### src/rtl/cpu_mux_pkg.sv
// Shared definitions for the CPU datapath arbitration mux: default sizes,
// index-width helper, channel index type and output-stage state encoding.
package cpu_mux_pkg;

    localparam int DEF_WIDTH    = 16;
    localparam int DEF_CHANNELS = 4;

    // Smallest index width that can address n channels, never below one bit.
    function automatic int clog2_min1(input int n);
        int r;
        r = 0;
        for (int i = 0; i < 31; i++) begin
            if ((32'sd1 <<< i) < n) begin
                r = i + 1;
            end else begin
                r = r;
            end
        end
        return (r < 1) ? 1 : r;
    endfunction

    localparam int DEF_SEL_W = clog2_min1(DEF_CHANNELS);

    typedef logic [DEF_SEL_W-1:0] ch_idx_t;

    typedef enum logic {
        ST_EMPTY = 1'b0,
        ST_FULL  = 1'b1
    } out_state_t;

endpackage

### src/rtl/rr_grant.sv
// Combinational round-robin picker: first set bit of i_mask scanning upward
// from i_ptr and wrapping modulo CHANNELS.
module rr_grant
    import cpu_mux_pkg::*;
#(
    parameter int CHANNELS = DEF_CHANNELS,
    parameter int SEL_W    = clog2_min1(CHANNELS)
) (
    input  logic [CHANNELS-1:0] i_mask,
    input  logic [SEL_W-1:0]    i_ptr,
    output logic [SEL_W-1:0]    o_grant,
    output logic                o_found
);

    int w_idx;

    // Priority scan starting at the pointer; the first hit wins.
    always_comb begin
        o_grant = {SEL_W{1'b0}};
        o_found = 1'b0;
        w_idx   = 0;
        for (int k = 0; k < CHANNELS; k++) begin
            w_idx = int'(i_ptr) + k;
            if (w_idx >= CHANNELS) begin
                w_idx = w_idx - CHANNELS;
            end else begin
                w_idx = w_idx;
            end
            if (!o_found && i_mask[w_idx[SEL_W-1:0]]) begin
                o_found = 1'b1;
                o_grant = w_idx[SEL_W-1:0];
            end else begin
                o_found = o_found;
            end
        end
    end

endmodule

### src/rtl/rr_arb_mux.sv
// Round-robin (or force-selected) N:1 valid/ready mux with one registered
// output stage; sustains one word per cycle.
module rr_arb_mux
    import cpu_mux_pkg::*;
#(
    parameter  int WIDTH    = DEF_WIDTH,
    parameter  int CHANNELS = DEF_CHANNELS,
    localparam int SEL_W    = clog2_min1(CHANNELS)
) (
    input  logic                      CLK,
    input  logic                      RST_N,
    input  logic [CHANNELS*WIDTH-1:0] IN_DATA,
    input  logic [CHANNELS-1:0]       IN_VALID,
    output logic [CHANNELS-1:0]       IN_READY,
    input  logic                      FORCE_EN,
    input  logic [SEL_W-1:0]          FORCE_SEL,
    output logic [WIDTH-1:0]          OUT_DATA,
    output logic [SEL_W-1:0]          OUT_SEL,
    output logic                      OUT_VALID,
    input  logic                      OUT_READY
);

    out_state_t          r_state;
    out_state_t          w_state_nxt;
    logic [WIDTH-1:0]    r_out_data;
    logic [SEL_W-1:0]    r_out_sel;
    logic [SEL_W-1:0]    r_ptr;

    logic                w_ld;
    logic [CHANNELS-1:0] w_mask;
    logic [SEL_W-1:0]    w_grant;
    logic                w_found;
    logic                w_xfer;
    logic [WIDTH-1:0]    w_sel_data;

    rr_grant #(
        .CHANNELS (CHANNELS),
        .SEL_W    (SEL_W)
    ) u_grant (
        .i_mask  (w_mask),
        .i_ptr   (r_ptr),
        .o_grant (w_grant),
        .o_found (w_found)
    );

    // Candidate mask, handshake and data select; out-of-range FORCE_SEL matches no channel.
    always_comb begin
        w_ld       = (r_state == ST_EMPTY) || OUT_READY;
        w_mask     = {CHANNELS{1'b0}};
        w_sel_data = {WIDTH{1'b0}};
        IN_READY   = {CHANNELS{1'b0}};
        for (int i = 0; i < CHANNELS; i++) begin
            if (FORCE_EN) begin
                w_mask[i] = IN_VALID[i] && (FORCE_SEL == SEL_W'(i));
            end else begin
                w_mask[i] = IN_VALID[i];
            end
            if (w_grant == SEL_W'(i)) begin
                w_sel_data  = IN_DATA[i*WIDTH +: WIDTH];
                IN_READY[i] = RST_N && w_ld && w_found;
            end else begin
                IN_READY[i] = 1'b0;
            end
        end
        w_xfer = RST_N && w_ld && w_found;
    end

    // Output-stage next state: load wins, otherwise drain on OUT_READY.
    always_comb begin
        case (r_state)
            ST_EMPTY: begin
                if (w_xfer) begin
                    w_state_nxt = ST_FULL;
                end else begin
                    w_state_nxt = ST_EMPTY;
                end
            end
            ST_FULL: begin
                if (w_xfer) begin
                    w_state_nxt = ST_FULL;
                end else if (OUT_READY) begin
                    w_state_nxt = ST_EMPTY;
                end else begin
                    w_state_nxt = ST_FULL;
                end
            end
            default: w_state_nxt = ST_EMPTY;
        endcase
    end

    // Output-stage state register.
    always_ff @(posedge CLK or negedge RST_N) begin
        if (!RST_N) begin
            r_state <= ST_EMPTY;
        end else begin
            r_state <= w_state_nxt;
        end
    end

    // Data, source index and pointer; forced grants leave the pointer alone.
    always_ff @(posedge CLK or negedge RST_N) begin
        if (!RST_N) begin
            r_out_data <= {WIDTH{1'b0}};
            r_out_sel  <= {SEL_W{1'b0}};
            r_ptr      <= {SEL_W{1'b0}};
        end else if (w_xfer) begin
            r_out_data <= w_sel_data;
            r_out_sel  <= w_grant;
            if (FORCE_EN) begin
                r_ptr <= r_ptr;
            end else if (w_grant == SEL_W'(CHANNELS - 1)) begin
                r_ptr <= {SEL_W{1'b0}};
            end else begin
                r_ptr <= w_grant + SEL_W'(1);
            end
        end else begin
            r_out_data <= r_out_data;
            r_out_sel  <= r_out_sel;
            r_ptr      <= r_ptr;
        end
    end

    assign OUT_VALID = (r_state == ST_FULL);
    assign OUT_DATA  = r_out_data;
    assign OUT_SEL   = r_out_sel;

endmodule

### config.mk
export PLATFORM = sky130hd
export DESIGN_NAME = rr_arb_mux
export DESIGN_NICKNAME = d
export VERILOG_FILES = /design/src/rtl/cpu_mux_pkg.sv /design/src/rtl/rr_grant.sv /design/src/rtl/rr_arb_mux.sv
export SDC_FILE = /design/constraint.sdc
export NUM_CORES = 1
export LEC_CHECK = 0
export CORE_ASPECT_RATIO = 1.5
export CORE_MARGIN = 8
export CORE_UTILIZATION = 42
export CTS_CLUSTER_SIZE = 12
export DETAILED_ROUTE_END_ITERATION = 10
export PLACE_DENSITY = 0.89
export SYNTH_ARGS = -nofsm -noshare
export SYNTH_HDL_FRONTEND = slang
export SYNTH_HIERARCHICAL = 1
export SYNTH_SLANG_ARGS = --single-unit
### constraint.sdc
create_clock -name CLK -period 6.4 [get_ports CLK]
set_input_delay 1.28 -clock CLK [delete_from_list [all_inputs] [get_ports CLK]]
set_output_delay 1.28 -clock CLK [all_outputs]
set_load 0.02 [all_outputs]
* Word level (Yosys, flattened, before mapping)
Cells that the tools add are included.
** Operators by class
- Add/subtract/negate cells :: 8
- $lt $le $gt $ge :: 8
- Equal/unequal tests :: 6
- Multiplexer cells :: 37
- Bitwise operators :: 2
- Reductions and logical operators :: 16
** Operator list (count)
- 16-bit 2-to-1 mux :: 4
- 1-bit 2-to-1 mux :: 19
- 2-bit 2-to-1 mux :: 9
- 2-bit by 3-bit < comparator with 1-bit output, second input constant :: 4
- 3-bit greater-or-equal comparator, second input constant :: 3
- 1-bit logical AND :: 9
- 1-bit binary-select mux with 2-bit select :: 4
- 2-bit equality test, second input constant :: 4
- 2-bit by 1-bit subtractor with 2-bit output, second input constant :: 4
- 2-bit by 2-bit adder with 3-bit output, second input constant :: 2
- 2-bit by 1-bit equality test with 1-bit output, second input constant :: 2
- 2-bit zero test :: 2
- 2-bit by 1-bit adder with 3-bit output, second input constant :: 1
- 2-bit by 3-bit greater-or-equal comparator with 1-bit output, second input constant :: 1
- 1-bit zero test :: 3
- 2-bit by 1-bit adder with 2-bit output, second input constant :: 1
- 1-bit inverter :: 2
- 1-bit one-hot mux with 2 select lines :: 1
- 2-bit AND reduction :: 1
- 1-bit logical OR :: 1
** Storage, ports and cells
- Register bits after elaboration :: 21
- Logic and storage cells :: 81

* Depth between registers and ports, before layout
- Depth in word-level cells :: 20
- Mapped depth :: 12

* Hierarchy
Netlist, hierarchy kept.
** Modules (own cells, without submodules)
- rr_arb_mux :: times used 1, cells each 184, area each 1640.3 um2
- rr_grant :: times used 1, cells each 15, area each 77.6 um2

* Least setup slack after synthesis
OpenSTA, ideal clock, no wires.
- Path type :: input to output
- Start :: input port FORCE_SEL[1]
- End :: output port IN_READY[2]
- Data arrival time :: 3.200 ns
- Required time :: 5.120 ns
- Setup slack :: 1.920 ns
- Stages :: 10
- Buffers on the path :: 2
- Cell sequence :: nand2b_1 > a21boi_0 > inv_1 > a221o_1 > a21oi_1 > inv_1 > ha_1 > buf_2 > buf_2 > and3_1
** Between the ends
- Word-level cells in the longest chain between the ends :: 17
** Ends and longest elaborated chain
- start, declared :: line rr_arb_mux.sv:16 : input logic [SEL_W-1:0] FORCE_SEL,
- 2-bit by 1-bit equality test with 1-bit output * :: line rr_arb_mux.sv:54 : w_mask[i] = IN_VALID[i] && (FORCE_SEL == SEL_W'(i));
- 1-bit logical AND * :: line rr_arb_mux.sv:54
- 1-bit 2-to-1 mux * :: line rr_arb_mux.sv:53 : if (FORCE_EN) begin
- via w_mask[1] :: line rr_arb_mux.sv:30 : logic [CHANNELS-1:0] w_mask;
- 1-bit binary-select mux with 2-bit select :: line rr_grant.sv:29 : if (!o_found && i_mask[w_idx[SEL_W-1:0]]) begin
- 1-bit 2-to-1 mux (not written as such) :: line rr_grant.sv:29
- 1-bit 2-to-1 mux :: line rr_grant.sv:29
- 1-bit zero test :: line rr_grant.sv:29
- (+3 left out)
- 1-bit logical AND :: line rr_grant.sv:29
- 1-bit 2-to-1 mux :: line rr_grant.sv:29
- 1-bit zero test :: line rr_grant.sv:29
- 1-bit logical AND :: line rr_grant.sv:29
- 2-bit 2-to-1 mux * :: line rr_grant.sv:29
- via w_grant[0] :: line rr_arb_mux.sv:31 : logic [SEL_W-1:0] w_grant;
- 2-bit equality test * :: line rr_arb_mux.sv:58 : if (w_grant == SEL_W'(i)) begin
- 1-bit 2-to-1 mux * :: line rr_arb_mux.sv:58
- end, declared :: line rr_arb_mux.sv:14 : output logic [CHANNELS-1:0] IN_READY,
Mark *: on every way through the listed nets, which the timed path passes. The rest lies on a longest branch. The select of a mux whose other input is x is not followed.

* Final worst setup path
- Start :: input port FORCE_SEL[1]
- End :: output port IN_READY[0]
** Between the ends
- Word-level cells in the longest chain between the ends :: 17
** Ends and longest elaborated chain (line)
- 2-bit by 1-bit equality test with 1-bit output * :: rr_arb_mux.sv:54
- 1-bit logical AND * :: rr_arb_mux.sv:54
- 1-bit 2-to-1 mux * :: rr_arb_mux.sv:53
- via w_mask[1] :: rr_arb_mux.sv:30
- 1-bit binary-select mux with 2-bit select :: rr_grant.sv:29
- 1-bit 2-to-1 mux (not written as such) :: rr_grant.sv:29
- 1-bit 2-to-1 mux :: rr_grant.sv:29
- 1-bit zero test :: rr_grant.sv:29
- (+3 left out)
- 1-bit logical AND :: rr_grant.sv:29
- 1-bit 2-to-1 mux :: rr_grant.sv:29
- 1-bit zero test :: rr_grant.sv:29
- 1-bit logical AND :: rr_grant.sv:29
- 2-bit 2-to-1 mux * :: rr_grant.sv:29
- via w_grant[0] :: rr_arb_mux.sv:31
- 2-bit zero test * :: rr_arb_mux.sv:58
- 1-bit 2-to-1 mux * :: rr_arb_mux.sv:58
Marked as above.

==> flow_summary.toml <==
[route]
drc_errors = 0
drt-vias-per-instance = 5.58
first_iter_violations = 107
first_pass_iters = 4
antenna_left = 0
drt_wl_total_mm = 5.74
vias = 1846
drt-wirelength-per-cell_um = 17.4

[finish]
drive_above_1_share = 0.101
syn_to_final_growth_pct = 57.9
finish.instance_area_um2 = 2710
final_nets = 365
antenna_cells = 0
fin_cells = 331

[floorplan]
die_w_um = 68.2
die_h_um = 94.3
dieArea_um2 = 6430
core-area_um2 = 3920
io_pins = 97
initial_core_util = 0.438
rows = 28

[global_routing]
grt_pass1_wl_mm = 9.27
grt.total_usage = 0.184
antenna_found_initial = 0
grt_pass1_vias = 1994
grt_start_max_net_pins = 34
overflow = 0

[setup_path]
worstPathArrival_ps = 4310
endpoint_kind = "output port"
critPathLaunchType = "input port"
critPathKind = "in2out"
worstPathRequired_ps = 5120
ff2ff_path_depth = 9
path_max_fanout = 17

[sta]
post-route-min-period_ps = 5590
setup-tns-final_ps = 0
setup_violations = 0
worst_slew_pin_slew_ps = 786
hold_viol_final = 0
fin_worst_hold_slack_ps = 513
rsz0062_at_grt = "false"
fin_crit_sh = 0.874
slew_headroom = 0.476
timing.fmax_ghz = 0.179
finalMaxSlewViolations = 0
skew_ps = 5.39

[yosys]
synth_seq_cells = 21
synthCells = 199
synth_top_area_share = 0.306
synth.cell_area_um2 = 1720
synth_most_common_cell = "inv_1"
yosysTopAreaCell = "dfrtp_1"
synth_ff_type = "dfrtp_1"
yosys-top-cells-area = "dfrtp_1 (31%), a221oi_2 (14%), o22a_1 (8.2%)"
syn_area_per_cell_um2 = 8.63
async_reset_ff_frac = 1.00
ys_types = 27
synth_edf_count = 0
syn_nets = 277
synthTopCellsByCount = "inv_1 (22), dfrtp_1 (21), a21oi_1 (20), nand2_1 (20), nand3_1 (17)"
ys_warn_count = 6
yosysSeqAreaShare = 0.306

[placement]
placed_area_um2 = 2670
port_buffers = 96
gp_congestion = 0.799
placed_cells = 327
dp_hpwl_mm = 4.42

[clock_network]
clock_latency_ps = 260
cts_tree = "done"
post-cts-setup-buffers = 0
clockRootBuffer = "clkbuf_8"
clock-sinks = 21
cts_max_level = 1
cts_buffer_depth = 2
clkTransAtPathRegs_ps = 80
numCtsBuffers = 3
cts_resized = 0
hold_buffers = 0

[run]
drv_cap = 0

[power_and_ir_drop]
p_leak_nw = 1.08
vdd_drop_max_v = 0.000220
powerDensity_nw_per_um2 = 314

[min_path]
hold_class = "reg2reg"
holdPathStages = 1

[outcome]
outcome = "finished, final reports clean"
## critical path: stages
cell             delay, ps
clkdlybuf4s50_1        440
nand2b_1               150
a21boi_0               310
inv_1                  110
a221o_1                350
a21oi_1                320
inv_1                  130
ha_1                   440
and3_1                 250
clkdlybuf4s50_1        530
## report_power, final
group / internal [mW] / leakage (nW) / switching (mW)
logic: 0.271 / 0.812 / 0.270
clock network: 0.0434 / 0.0255 / 0.0450
registers: 0.188 / 0.240 / 0.0342
total: 0.503 / 1.08 / 0.349
## registers in the layout, indices dropped and copies added (netlist names)
register,flops
OUT_DATA,16
OUT_SEL,2
r_ptr,2
OUT_VALID,1
## cells by family (layout without fill, tap and decap cells)
kind of cell               Yosys count  in the layout  share of synthesized area
muxes                                2              2                     0.0131
DFF                                 21             21                      0.306
adders and majority gates            4              4                     0.0291
and+or+nand+nor                     68             68                      0.218
AOI/OAI and AO/OA                   63             63                      0.321
buffers and inverters               41            128                      0.112
## layout by cell type, fill, tap and decap left out, drive strengths merged
cell / n
a21boi: 3
a21oi: 20
a221o: 1
a221oi: 16
and2: 2
and3: 4
buf: 5
clkbuf: 3
clkdlybuf4s50: 96
clkinv: 1
dfrtp: 21
ha: 4
inv: 23
mux2: 2
nand2: 20
nand2b: 4
nand3: 17
nand3b: 16
nor2: 3
nor2b: 1
nor3: 1
o21ai: 6
o221ai: 1
o22a: 16
## worst paths after layout
path	slack [ps]	startpoint	to
max reg2reg	4090	r_ptr[0]	OUT_DATA[1]
min	510	OUT_DATA[0]	OUT_DATA[0]
min reg2reg	510	OUT_DATA[0]	OUT_DATA[0]
max	810	FORCE_SEL[1]	IN_READY[0]
min in group asynchronous	1400	RST_N	OUT_DATA[15]
max in group asynchronous	4780	RST_N	OUT_SEL[0]
## cell type report
type | instances | area [um2]
multi-input combinational | 137 | 1000
timing repair buffer | 101 | 998
inverter | 23 | 86.3
clock buffer | 3 | 41.3
tap | 45 | 56.3
clock inverter | 1 | 5.00
sequential | 21 | 526
fill | 329 | 1210
## through the flow
| step | util | setup WS [ps] | total power, mW |
|---|---|---|---|
| 3_5_place_dp | 0.680 | 804 | 0.770 |
| 6_report | 0.691 | 805 | 0.852 |
| 5_1_grt | 0.691 | 547 | 0.909 |
| 3_3_place_gp | 0.680 | 935 | 0.756 |
| 2_1_floorplan | - | 1920 | 0.570 |
| 4_1_cts | 0.691 | 798 | 0.859 |
## layer usage
layer,vias to the layer above,GRT usage,part of all wire
met3,8,0.0275,0.063
met4,0,0.0772,0.021
met1,882,0.210,0.39
li1,891,-,-
met5,-,0,0
met2,65,0.323,0.53
(Power assumes the default switching activity.)
